## src/rtl/reg_commit_sched_pkg.sv

```systemverilog
// reg_sched_pkg: shared widths, FSM state encoding and commit entry layout for reg_commit_sched
package reg_sched_pkg;
  localparam int REG_ADDR_WIDTH_D = 5;
  localparam int Q_WIDTH_D = 5;
  localparam int FIFO_DEPTH_D = 4;
  localparam int DATA_WIDTH = 32;
  typedef enum logic [1:0] {RUN, DRAIN, CLEAR} state_t;
  typedef struct packed {
    logic [REG_ADDR_WIDTH_D-1:0] rd;
    logic [Q_WIDTH_D-1:0]        tag;
    logic [DATA_WIDTH-1:0]       value;
  } commit_entry_t;
endpackage

```

## src/rtl/reg_commit_sched_if.sv

```systemverilog
// reg_commit_sched_if: commit, issue and regfile write-port bundle; slave is the scheduler side
interface reg_commit_sched_if #(
  parameter int RA = 5,
  parameter int QW = 5
);
  logic          cm_valid;
  logic          cm_ready;
  logic [RA-1:0] cm_rd;
  logic [QW-1:0] cm_tag;
  logic [31:0]   cm_value;
  logic          issue_valid;
  logic          issue_ready;
  logic [RA-1:0] issue_rd;
  logic [QW-1:0] issue_tag;
  logic          has_commit;
  logic [RA-1:0] commit_target;
  logic [QW-1:0] Commit_Q;
  logic [31:0]   Commit_V;
  logic          rd_control;
  logic [RA-1:0] rd;
  logic [QW-1:0] Q_value;
  modport master (
    output cm_valid, cm_rd, cm_tag, cm_value, issue_valid, issue_rd, issue_tag,
    input  cm_ready, issue_ready, has_commit, commit_target, Commit_Q, Commit_V,
           rd_control, rd, Q_value
  );
  modport slave (
    input  cm_valid, cm_rd, cm_tag, cm_value, issue_valid, issue_rd, issue_tag,
    output cm_ready, issue_ready, has_commit, commit_target, Commit_Q, Commit_V,
           rd_control, rd, Q_value
  );
endinterface

```

## src/rtl/reg_commit_fifo.sv

```systemverilog
// reg_commit_fifo: synchronous FIFO with full/empty flags, head visible combinationally
module reg_commit_fifo #(
  parameter int W = 42,
  parameter int DEPTH = 4
) (
  input  logic         clk_in,
  input  logic         rst_in,
  input  logic         push,
  input  logic         pop,
  input  logic [W-1:0] din,
  output logic         full,
  output logic         empty,
  output logic [W-1:0] dout
);
  localparam int AW = $clog2(DEPTH);
  logic [AW:0]  wr_q, wr_d, rd_q, rd_d;
  logic [W-1:0] mem_q [DEPTH];
  logic [W-1:0] mem_d [DEPTH];
  logic         do_push, do_pop;
  assign empty = wr_q == rd_q;
  assign full = (wr_q[AW] != rd_q[AW]) && (wr_q[AW-1:0] == rd_q[AW-1:0]);
  assign dout = mem_q[rd_q[AW-1:0]];
  assign do_push = push && !full;
  assign do_pop = pop && !empty;
  // pointer advance and entry write; the extra pointer bit separates full from empty
  always_comb begin
    mem_d = mem_q;
    wr_d = do_push ? wr_q + 1'b1 : wr_q;
    rd_d = do_pop ? rd_q + 1'b1 : rd_q;
    if (do_push) mem_d[wr_q[AW-1:0]] = din;
  end
  // storage and pointer registers
  always_ff @(posedge clk_in or posedge rst_in) begin
    if (rst_in) begin
      wr_q <= '0;
      rd_q <= '0;
      mem_q <= '{default: '0};
    end else begin
      wr_q <= wr_d;
      rd_q <= rd_d;
      mem_q <= mem_d;
    end
  end
endmodule

```

## src/rtl/reg_commit_sched.sv

```systemverilog
// reg_commit_sched: owns both regfile write ports; buffers commits, gates renames, sweeps Q tags after flush (REG_COMMIT_BYPASS_EN: zero-latency commit when idle)
module reg_commit_sched
  import reg_sched_pkg::*;
#(
  parameter int REG_ADDR_WIDTH = REG_ADDR_WIDTH_D,
  parameter int Q_WIDTH = Q_WIDTH_D,
  parameter int FIFO_DEPTH = FIFO_DEPTH_D
) (
  input  logic clk_in,
  input  logic rst_in,
  input  logic rdy_in,
  input  logic flush_in,
  output logic busy,
  reg_commit_sched_if.slave bus
);
  localparam int EW = REG_ADDR_WIDTH + Q_WIDTH + DATA_WIDTH;
  localparam logic [REG_ADDR_WIDTH-1:0] LAST = '1;
  state_t                    state_q, state_d;
  logic [REG_ADDR_WIDTH-1:0] cnt_q, cnt_d;
  logic                      full, empty, push, pop, byp, run, clr;
  logic [EW-1:0]             head;
  assign run = state_q == RUN;
  assign clr = state_q == CLEAR;
  assign busy = !run;
  reg_commit_fifo #(.W(EW), .DEPTH(FIFO_DEPTH)) u_fifo (
    .clk_in(clk_in),
    .rst_in(rst_in),
    .push  (push),
    .pop   (pop),
    .din   ({bus.cm_rd, bus.cm_tag, bus.cm_value}),
    .full  (full),
    .empty (empty),
    .dout  (head)
  );
  // handshakes, commit port muxing (bypass or FIFO head) and rename/sweep port muxing
  always_comb begin
`ifdef REG_COMMIT_BYPASS_EN
    byp = run && rdy_in && empty && bus.cm_valid && bus.cm_rd != '0;
`else
    byp = 1'b0;
`endif
    bus.cm_ready = run && !full && rdy_in;
    push = bus.cm_valid && bus.cm_ready && bus.cm_rd != '0 && !byp;
    pop = !empty && rdy_in;
    bus.has_commit = pop || byp;
    {bus.commit_target, bus.Commit_Q, bus.Commit_V} =
      byp ? {bus.cm_rd, bus.cm_tag, bus.cm_value} : pop ? head : '0;
    bus.issue_ready = run && rdy_in;
    bus.rd_control = clr ? rdy_in : bus.issue_valid && bus.issue_ready && bus.issue_rd != '0;
    bus.rd = clr ? cnt_q : bus.issue_rd;
    bus.Q_value = clr ? '0 : bus.issue_tag;
  end
  // flush sequencing: drain buffered commits, then sweep x1..x(N-1); everything freezes when rdy_in is low
  always_comb begin
    state_d = state_q;
    cnt_d = cnt_q;
    if (rdy_in) begin
      case (state_q)
        RUN: state_d = flush_in ? DRAIN : RUN;
        DRAIN: begin
          state_d = empty ? CLEAR : DRAIN;
          cnt_d = empty ? REG_ADDR_WIDTH'(1) : cnt_q;
        end
        CLEAR: begin
          state_d = cnt_q == LAST ? RUN : CLEAR;
          cnt_d = cnt_q + 1'b1;
        end
        default: state_d = RUN;
      endcase
    end
  end
  // FSM state and sweep counter
  always_ff @(posedge clk_in or posedge rst_in) begin
    if (rst_in) begin
      state_q <= RUN;
      cnt_q <= '0;
    end else begin
      state_q <= state_d;
      cnt_q <= cnt_d;
    end
  end
endmodule

```

## src/flat_wrapper.sv

```systemverilog
// flat-port wrapper written by rule: the top's interface ports become plain ports
module reg_commit_sched_flat import reg_sched_pkg::*;
#(
  parameter int REG_ADDR_WIDTH = REG_ADDR_WIDTH_D,
  parameter int Q_WIDTH = Q_WIDTH_D,
  parameter int FIFO_DEPTH = FIFO_DEPTH_D
)
  (clk_in, rst_in, rdy_in, flush_in, busy, bus_cm_valid, bus_cm_rd, bus_cm_tag, bus_cm_value, bus_issue_valid, bus_issue_rd, bus_issue_tag, bus_cm_ready, bus_issue_ready, bus_has_commit, bus_commit_target, bus_Commit_Q, bus_Commit_V, bus_rd_control, bus_rd, bus_Q_value);
  reg_commit_sched_if #(.RA(5), .QW(5)) bus_i ();
  input  logic clk_in;
  input  logic rst_in;
  input  logic rdy_in;
  input  logic flush_in;
  output logic busy;
  input wire logic [$bits(bus_i.cm_valid)-1:0] bus_cm_valid;
  input wire logic [$bits(bus_i.cm_rd)-1:0] bus_cm_rd;
  input wire logic [$bits(bus_i.cm_tag)-1:0] bus_cm_tag;
  input wire logic [$bits(bus_i.cm_value)-1:0] bus_cm_value;
  input wire logic [$bits(bus_i.issue_valid)-1:0] bus_issue_valid;
  input wire logic [$bits(bus_i.issue_rd)-1:0] bus_issue_rd;
  input wire logic [$bits(bus_i.issue_tag)-1:0] bus_issue_tag;
  output wire logic [$bits(bus_i.cm_ready)-1:0] bus_cm_ready;
  output wire logic [$bits(bus_i.issue_ready)-1:0] bus_issue_ready;
  output wire logic [$bits(bus_i.has_commit)-1:0] bus_has_commit;
  output wire logic [$bits(bus_i.commit_target)-1:0] bus_commit_target;
  output wire logic [$bits(bus_i.Commit_Q)-1:0] bus_Commit_Q;
  output wire logic [$bits(bus_i.Commit_V)-1:0] bus_Commit_V;
  output wire logic [$bits(bus_i.rd_control)-1:0] bus_rd_control;
  output wire logic [$bits(bus_i.rd)-1:0] bus_rd;
  output wire logic [$bits(bus_i.Q_value)-1:0] bus_Q_value;
  assign bus_i.cm_valid = bus_cm_valid;
  assign bus_i.cm_rd = bus_cm_rd;
  assign bus_i.cm_tag = bus_cm_tag;
  assign bus_i.cm_value = bus_cm_value;
  assign bus_i.issue_valid = bus_issue_valid;
  assign bus_i.issue_rd = bus_issue_rd;
  assign bus_i.issue_tag = bus_issue_tag;
  assign bus_cm_ready = bus_i.cm_ready;
  assign bus_issue_ready = bus_i.issue_ready;
  assign bus_has_commit = bus_i.has_commit;
  assign bus_commit_target = bus_i.commit_target;
  assign bus_Commit_Q = bus_i.Commit_Q;
  assign bus_Commit_V = bus_i.Commit_V;
  assign bus_rd_control = bus_i.rd_control;
  assign bus_rd = bus_i.rd;
  assign bus_Q_value = bus_i.Q_value;
  reg_commit_sched #(.REG_ADDR_WIDTH(REG_ADDR_WIDTH), .Q_WIDTH(Q_WIDTH), .FIFO_DEPTH(FIFO_DEPTH)) u_core (.clk_in(clk_in), .rst_in(rst_in), .rdy_in(rdy_in), .flush_in(flush_in), .busy(busy), .bus(bus_i));
endmodule
```

## config.mk

```make
export PLATFORM = sky130hd
export DESIGN_NAME = reg_commit_sched_flat
export DESIGN_NICKNAME = d
export VERILOG_FILES = /design/src/rtl/reg_commit_sched_pkg.sv /design/src/rtl/reg_commit_sched_if.sv /design/src/rtl/reg_commit_fifo.sv /design/src/rtl/reg_commit_sched.sv /design/src/flat_wrapper.sv
export SDC_FILE = /design/constraint.sdc
export NUM_CORES = 1
export LEC_CHECK = 0
export ABC_AREA = 1
export BUFFER_PORTS_ARGS = -buffer_cell sky130_fd_sc_hd__buf_2
export CELL_PAD_IN_SITES_DETAIL_PLACEMENT = 1
export CELL_PAD_IN_SITES_GLOBAL_PLACEMENT = 2
export CORE_AREA = 2 2 135 236
export CTS_BUF_LIST = sky130_fd_sc_hd__clkbuf_16
export CTS_CLUSTER_DIAMETER = 40
export DETAILED_ROUTE_END_ITERATION = 8
export DIE_AREA = 0 0 137 238
export GPL_TIMING_DRIVEN = 0
export PLACE_DENSITY_LB_ADDON = 0.1
export SLEW_MARGIN = 40
export SYNTH_ARGS = -nofsm -noshare
export SYNTH_HDL_FRONTEND = slang
export SYNTH_HIERARCHICAL = 1
export SYNTH_SLANG_ARGS = --single-unit
```

## constraint.sdc

```tcl
create_clock -name clk_in -period 5.9 [get_ports clk_in]
set_clock_uncertainty 0.15 [all_clocks]
set_input_delay 1.18 -clock clk_in [delete_from_list [all_inputs] [get_ports clk_in]]
set_output_delay 1.18 -clock clk_in [all_outputs]
set_load 0.05 [all_outputs]
```

==> summary.txt, run 1 <==
Global route
  • Largest net degree at the start of global routing: 23
  • Initial antenna violation count: 0
  • Tot GR Track Use: between 20 and 25%
  • Total congestion overflow: 0
  • First-pass GRT wire length: 59000 microns
  • Vias in the first global route: ~9800

CTS
  • Number of gates resized after cts: 0
  • CTS tree: built
  • Clock-pin slew on the worst setup and hold paths: approximately 70 ps
  • Htree depth: 4
  • Worst-skew pair later-pin latency: approximately 450 ps
  • Hold_buf cts: 0
  • Postcts setup bufs: 0
  • Clock root cell: clkbuf_16
  • Clk sink count: 181
  • Clock tree buffer depth: 2
  • CTS buffer count: 17

Cells and area
  • Area Growth Syn to Fin: 19.3%
  • Nets: 1427
  • Antenna cells: 0
  • Layout cell share with drive strength beyond 1: 15.0%

Setup path
  • Setup crit end kind: output pin
  • Crit path launch type: flip-flop
  • Critical Path AT: 2920 ps
  • Required @ worst endpoint: ~4600 ps
  • Worst Setup Path Type: reg -> out
  • Critical Path Fanout Max: 10

Synth
  • Number of distinct library cells after synthesis: 21
  • Synth Cell Area: 9420 sq um
  • Synth warnings: 6
  • Register area share after synthesis: 48.1%
  • Synth Area in Adders: 0.929%
  • Post-synthesis simple-gate area fraction: 34.3%
  • Xor and xnor area share after synthesis: less than 1%
  • Cell count after synthesis: 1221
  • #FFs+latches synth: 181
  • Mux cell area share after synthesis: 0%
  • Synth Area in Compound Gates: 7.41%
  • Main combinational cell family by area after synthesis: simple AND/OR/NAND/NOR gates
  • Synthesized area per cell: roughly 7.7 sq um
  • Syn_nets: 1286

Floorplan
  • Initial Util: 30.8%
  • Die height: approximately 240 microns
  • FP Rows: 85
  • Core area: 30600 sq um
  • Die Width: 137 microns
  • # IOs: approximately 120
  • Die Footprint: 32600 sq um

Routing
  • Final WL: 37600 microns
  • DRC violations left: 0
  • Length of routed met3 wiring: 1070 microns
  • DRT Pass-1 Iters: 5
  • Vias/cell: 5.21
  • Routed met1 length: 15500 microns
  • Vias post-DR: 9194
  • Post-DR wirelength/cell: around 21 microns
  • Starting DRC count in detailed routing: 435
  • Post-route ant nets: 0
  • Metal2 WL: about 20000 microns
  • Top layer reached by signal wires: met4

Pwr
  • Max IR drop VDD: 0.266 mV
  • Leakage: ~5.9 nW
  • Pwr Density: 614 nW/um^2

Timing
  • Setup violators final: 0
  • Final Cycle Share: 72.0%
  • Final hold violations: 0
  • RSZ-0062 raised after global routing: false
  • Max_slew headroom: 48.5%
  • Fmax: 0.235 GHz
  • Min Hold Slack: roughly 320 ps
  • Fin crit period: 4250 ps
  • Post-Route Setup TNS: 0 ps
  • Actual slew at the worst max-slew pin: between 700 and 800 ps
  • Fin. max-slew vios: 0

Run
  • Max cap viols: 0

Run status
  • Status: finished, final reports clean

Place
  • Post-DP HPWL: 26900 microns
  • Final GP Congestion: around 0.78
  • PortBufs: ~110

Min path
  • Worst hold path class: reg -> reg
## routing by layer
| layer | track usage, % | up-vias |
|---|---|---|
| li1 | - | 4350 |
| met5 | 0 | - |
| met2 | 43.9 | 174 |
| met4 | 8.56 | 0 |
| met3 | 3.02 | 50 |
| met1 | 29.2 | 4620 |
## kinds of logic (layout without fill, tap and decap cells)
group	after synthesis	after routing
AOI/OAI and AO/OA	129	129
adders and majority gates	7	7
DFF	181	181
buffers and inverters	174	327
xor gates and xnor gates	2	2
and+or+nand+nor	728	728
## through the flow
stage	cell area [sq um]	setup WS, ps	instances	total power [mW]	utilization (%)
after global routing	11200	1440	1765	7.44	36.7
after CTS	11200	1580	1765	6.99	36.7
after floorplan	9430	2090	1221	4.54	-
final	11200	1650	1765	6.91	36.7
after global placement	10500	758	1726	5.73	34.2
after detailed placement	10700	2090	1734	5.80	34.9
## worst max-delay path, cell delays in order, from the launching register on
cell	delay [ps]
dfrtp_1	520
inv_1	170
clkbuf_1	480
clkbuf_1	480
o21ai_0	220
o22ai_1	180
inv_1	60
nor2_1	90
buf_2	260
## cells in the final DEF (no fill, tap or decap)
cell type / Yosys / routed
o22ai_1: 42 / 42
o21ai_0: 87 / 87
buf_6: 23 / 23
nand3_2: 4 / 4
nand3_4: 1 / 1
inv_2: 4 / 4
or2_2: 1 / 1
inv_1: 64 / 64
clkinv_2: 0 / 3
clkinv_1: 0 / 5
ha_1: 7 / 7
dfrtp_1: 181 / 181
nand4_1: 171 / 171
nand3_1: 14 / 14
buf_16: 0 / 4
clkinv_4: 0 / 1
nor2_1: 144 / 144
nand3b_1: 2 / 2
buf_12: 0 / 4
buf_1: 12 / 12
clkinvlp_4: 0 / 2
clkbuf_16: 0 / 17
clkbuf_1: 47 / 47
buf_2: 24 / 138
xor2_1: 1 / 1
nor2_4: 1 / 1
bufinv_16: 0 / 3
xnor2_1: 1 / 1
nand2_1: 390 / 390
## registers in the layout, indices dropped and copies added, names as in the netlist
signal and count:
u_core/cnt_q 5, u_core/u_fifo/rd_q 3, u_core/state_q 2, u_core/u_fifo/wr_q 3, u_core/u_fifo/mem_q 168
## final cells by class
| type | instances | area (sq um) |
|---|---|---|
| fillers | 3797 | 19400 |
| flip-flops and latches | 181 | 4530 |
| multi-input cells | 866 | 4040 |
| repair buffers | 122 | 761 |
| plain buffers | 106 | 601 |
| well taps | 391 | 489 |
| clock buffers | 17 | 425 |
| inverters | 68 | 259 |
| clock inverters | 14 | 144 |
## power breakdown
part | total (mW) | internal, mW | switching (mW)
Sequential | 2.04 | 1.75 | 0.293
Clock | 1.17 | 0.653 | 0.517
Combinational | 3.70 | 0.989 | 2.71
## cells in the mapped netlist, drive strengths merged
cell type | number | area, sq um
nand2 | 390 | 1460
dfrtp | 181 | 4530
nand4 | 171 | 1070
nor2 | 145 | 552
o21ai | 87 | 435
inv | 68 | 255
buf | 59 | 424
clkbuf | 47 | 176
o22ai | 42 | 263
nand3 | 19 | 128
ha | 7 | 87.6
nand3b | 2 | 15.0
or2 | 1 | 6.26
xnor2 | 1 | 8.76
xor2 | 1 | 8.76
## final timing paths
kind / start / to / slack [ps] / cells past startpoint
max in group asynchronous: rst_in / u_core/u_fifo/mem_q[9]$_DFFE_PP0P_ / 3900 / 6
hold reg to reg: u_core/u_fifo/mem_q[85]$_DFFE_PP0P_ / u_core/u_fifo/mem_q[85]$_DFFE_PP0P_ / 320 / 2
setup reg to reg: u_core/u_fifo/rd_q[1]$_DFFE_PP0P_ / u_core/u_fifo/mem_q[164]$_DFFE_PP0P_ / 2220 / 16
hold / removal: u_core/u_fifo/mem_q[85]$_DFFE_PP0P_ / u_core/u_fifo/mem_q[85]$_DFFE_PP0P_ / 320 / 2
min in group asynchronous: rst_in / u_core/cnt_q[1]$_DFFE_PP0P_ / 540 / 2
setup / recovery: u_core/u_fifo/rd_q[0]$_DFFE_PP0P_ / bus_Commit_V[16] / 1650 / 8
Power figures use the tool's default switching activity.
==> run 2: changes to the inputs <==
--- a/config.mk
+++ b/config.mk
@@ -9,11 +9,11 @@
 export BUFFER_PORTS_ARGS = -buffer_cell sky130_fd_sc_hd__buf_2
 export CELL_PAD_IN_SITES_DETAIL_PLACEMENT = 1
 export CELL_PAD_IN_SITES_GLOBAL_PLACEMENT = 2
-export CORE_AREA = 2 2 135 236
+export CORE_AREA = 2 2 129 226
 export CTS_BUF_LIST = sky130_fd_sc_hd__clkbuf_16
 export CTS_CLUSTER_DIAMETER = 40
 export DETAILED_ROUTE_END_ITERATION = 8
-export DIE_AREA = 0 0 137 238
+export DIE_AREA = 0 0 131 228
 export GPL_TIMING_DRIVEN = 0
 export PLACE_DENSITY_LB_ADDON = 0.1
 export SLEW_MARGIN = 40
==> constraint.sdc (replaced) <==
create_clock -name clk_in -period 4.4 [get_ports clk_in]
set_clock_uncertainty 0.15 [all_clocks]
set_input_delay 0.88 -clock clk_in [delete_from_list [all_inputs] [get_ports clk_in]]
set_output_delay 0.88 -clock clk_in [all_outputs]
set_load 0.05 [all_outputs]
==> summary.txt, run 2 (synthesis results as in run 1) <==
Routing
  • Vias post-DR: 9123
  • DRT Pass-1 Iters: 4
  • DRC violations left: 0
  • Starting DRC count in detailed routing: 451
  • Final WL: about 37000 microns
  • Post-DR wirelength/cell: 20.8 microns
  • Vias/cell: 5.20
  • Post-route ant nets: 0

CTS
  • Htree depth: 4
  • Clock root cell: clkbuf_16
  • Clk sink count: 181
  • Clock tree buffer depth: 2
  • Number of gates resized after cts: 0
  • Hold_buf cts: 0
  • CTS tree: built
  • Clock-pin slew on the worst setup and hold paths: 70 ps
  • Worst-skew pair later-pin latency: 460 ps
  • CTS buffer count: 17
  • Postcts setup bufs: 0

Setup path
  • Reg-to-Reg Start: u_core/u_fifo/rd_q[1]$_DFFE_PP0P_
  • Worst Path Buf+Inv: 5
  • CP max stage delay: 510 ps
  • Slowest cell on the critical path: dfrtp_1
  • Critical Path Fanout Max: 10
  • Crit path cell chain: inv_1 -> clkbuf_1 -> clkbuf_1 -> o21ai_0 -> o22ai_1 -> inv_1 -> nor2_1 -> buf_2
  • Required @ worst endpoint: 3370 ps
  • Setup crit end kind: output pin
  • Reg2reg path depth: 16
  • Worst Setup Path Type: reg -> out
  • CP startpoint: u_core/u_fifo/rd_q[0]$_DFFE_PP0P_
  • Reg-to-reg slack, setup: 900 ps
  • Reg2reg end: u_core/u_fifo/mem_q[165]$_DFFE_PP0P_
  • Critical path's top delay family: buffers and inverters
  • Crit path launch type: flip-flop
  • Critical Path AT: ~2900 ps

Timing
  • Actual slew at the worst max-slew pin: 736 ps
  • Fmax: between 0.2 and 0.3 GHz
  • Fin crit period: between 3000 and 4000 ps
  • Max_slew headroom: 50.9%
  • RSZ-0062 raised after global routing: false
  • Final hold violations: 0
  • Fin. max-slew vios: 0
  • Post-Route Setup TNS: 0 ps
  • Final Cycle Share: 89.1%
  • Setup violators final: 0
  • Setup ws final: 480 ps

Floorplan
  • Core area: 28200 sq um
  • # IOs: 115
  • Die height: 228 microns
  • FP Rows: 82
  • Initial Util: roughly a third
  • Die Width: 131 microns
  • Die Footprint: ~30000 sq um

Global route
  • Total congestion overflow: 0
  • Largest net degree at the start of global routing: 24
  • Tot GR Track Use: 25.5%
  • First-pass GRT wire length: roughly 57000 microns
  • Vias in the first global route: roughly 9700
  • Initial antenna violation count: 0

Pwr
  • Clock power share: 17.5%
  • Sw frac: 50.4%
  • Max IR drop VDD: 0.346 mV
  • Pwr Density: 822 nW/um^2
  • Sequential Power Share: 29.5%
  • Comb power frac: about 53%
  • NetSw: 4.68 mW
  • Leakage: between 5 and 6 nW
  • P_int: about 4.6 mW

Cells and area
  • Storage cell area: 4530 sq um
  • Top flop regs: u_core/u_fifo/mem_q (168), u_core/cnt_q (5)
  • Area Growth Syn to Fin: 19.8%
  • Layout cell share with drive strength beyond 1: between 15 and 20%
  • Largest register FFs: 168
  • Multi-input gate area in the final layout: about 4000 sq um
  • Commonest non-fill, non-tap cells in the layout: nand2_1, dfrtp_1, nand4_1
  • Largest reg by FF count: u_core/u_fifo/mem_q
  • Commonest non-fill, non-tap cell in the layout: nand2_1
  • Nets: 1428
  • Antenna cells: 0
  • Filler instances: 3473

Place
  • PortBufs: 114
  • Placement Setup Slack: 903 ps
  • Post-DP HPWL: 26300 microns
  • Final GP Congestion: 0.797

Min path
  • Worst hold path class: in -> async

Run status
  • Status: finished, final reports clean

Run
  • Max cap viols: 0
-- run 2: cell count changes in the layout (fill, tap and decap cells not counted), sizes merged --
| cell | delta |
|---|---|
| inv | +1 |
| bufinv | +1 |
| clkinv | -3 |
| clkinvlp | +1 |
| buf | +1 |
-- run 2: worst max-delay path by stage --
stage | end | slack [ps] | cells past startpoint
5_1_grt | bus_Commit_V[15] | 230 | 8
2_1_floorplan | bus_Commit_Q[0] | 1120 | 10
3_3_place_gp | u_core/u_fifo/mem_q[14]$_DFFE_PP0P_ | -340 | 2
3_5_place_dp | u_core/u_fifo/mem_q[165]$_DFFE_PP0P_ | 900 | 16
4_1_cts | bus_Commit_V[16] | 400 | 8
6_report | bus_Commit_V[16] | 480 | 8
-- run 2: per-layer routing --
metal	GRT usage, %	wire [microns]	vias to the layer above
met3	3.47	1080	35
met1	31.2	15100	4543
met2	46.1	19800	179
li1	-	-	4366
met5	0	0	-
met4	6.75	578	0
-- run 2: power by group through the flow --
stage               Clock, mW  Combinational [mW]  Sequential [mW]
detailed placement          0                4.97             2.76
CTS                      1.66                4.99             2.73
global route             1.71                5.44             2.82
floorplan                   0                3.45             2.64
finish                   1.63                4.92             2.74
global placement            0                4.90             2.73
-- run 2: cell type report --
cell class,instances,share of cell area (%)
repair buffers,123,7.05
plain buffers,106,5.32
well taps,378,4.19
multi-input cells,866,35.8
clock inverters,14,1.50
inverters,68,2.29
clock buffers,17,3.77
flip-flops and latches,181,40.1
-- run 2: metrics by stage --
step           area, sq um  hold slack (ps)  total power [mW]  instances  util [%]
2_1_floorplan         9430              287              6.09       1221         -
3_3_place_gp         10500              298              7.63       1713      37.1
3_5_place_dp         10700              303              7.73       1722      37.9
4_1_cts              11300              222              9.38       1753      40.0
5_1_grt              11300              241              9.97       1753      40.0
6_report             11300              233              9.28       1753      40.0
-- run 2: worst register-to-register path: cells and delay by family (launching register included) --
kind                   cells  cell delay, ps
buffers and inverters      9            2130
flip-flops                 1             340
AND/OR/NAND/NOR            7             820
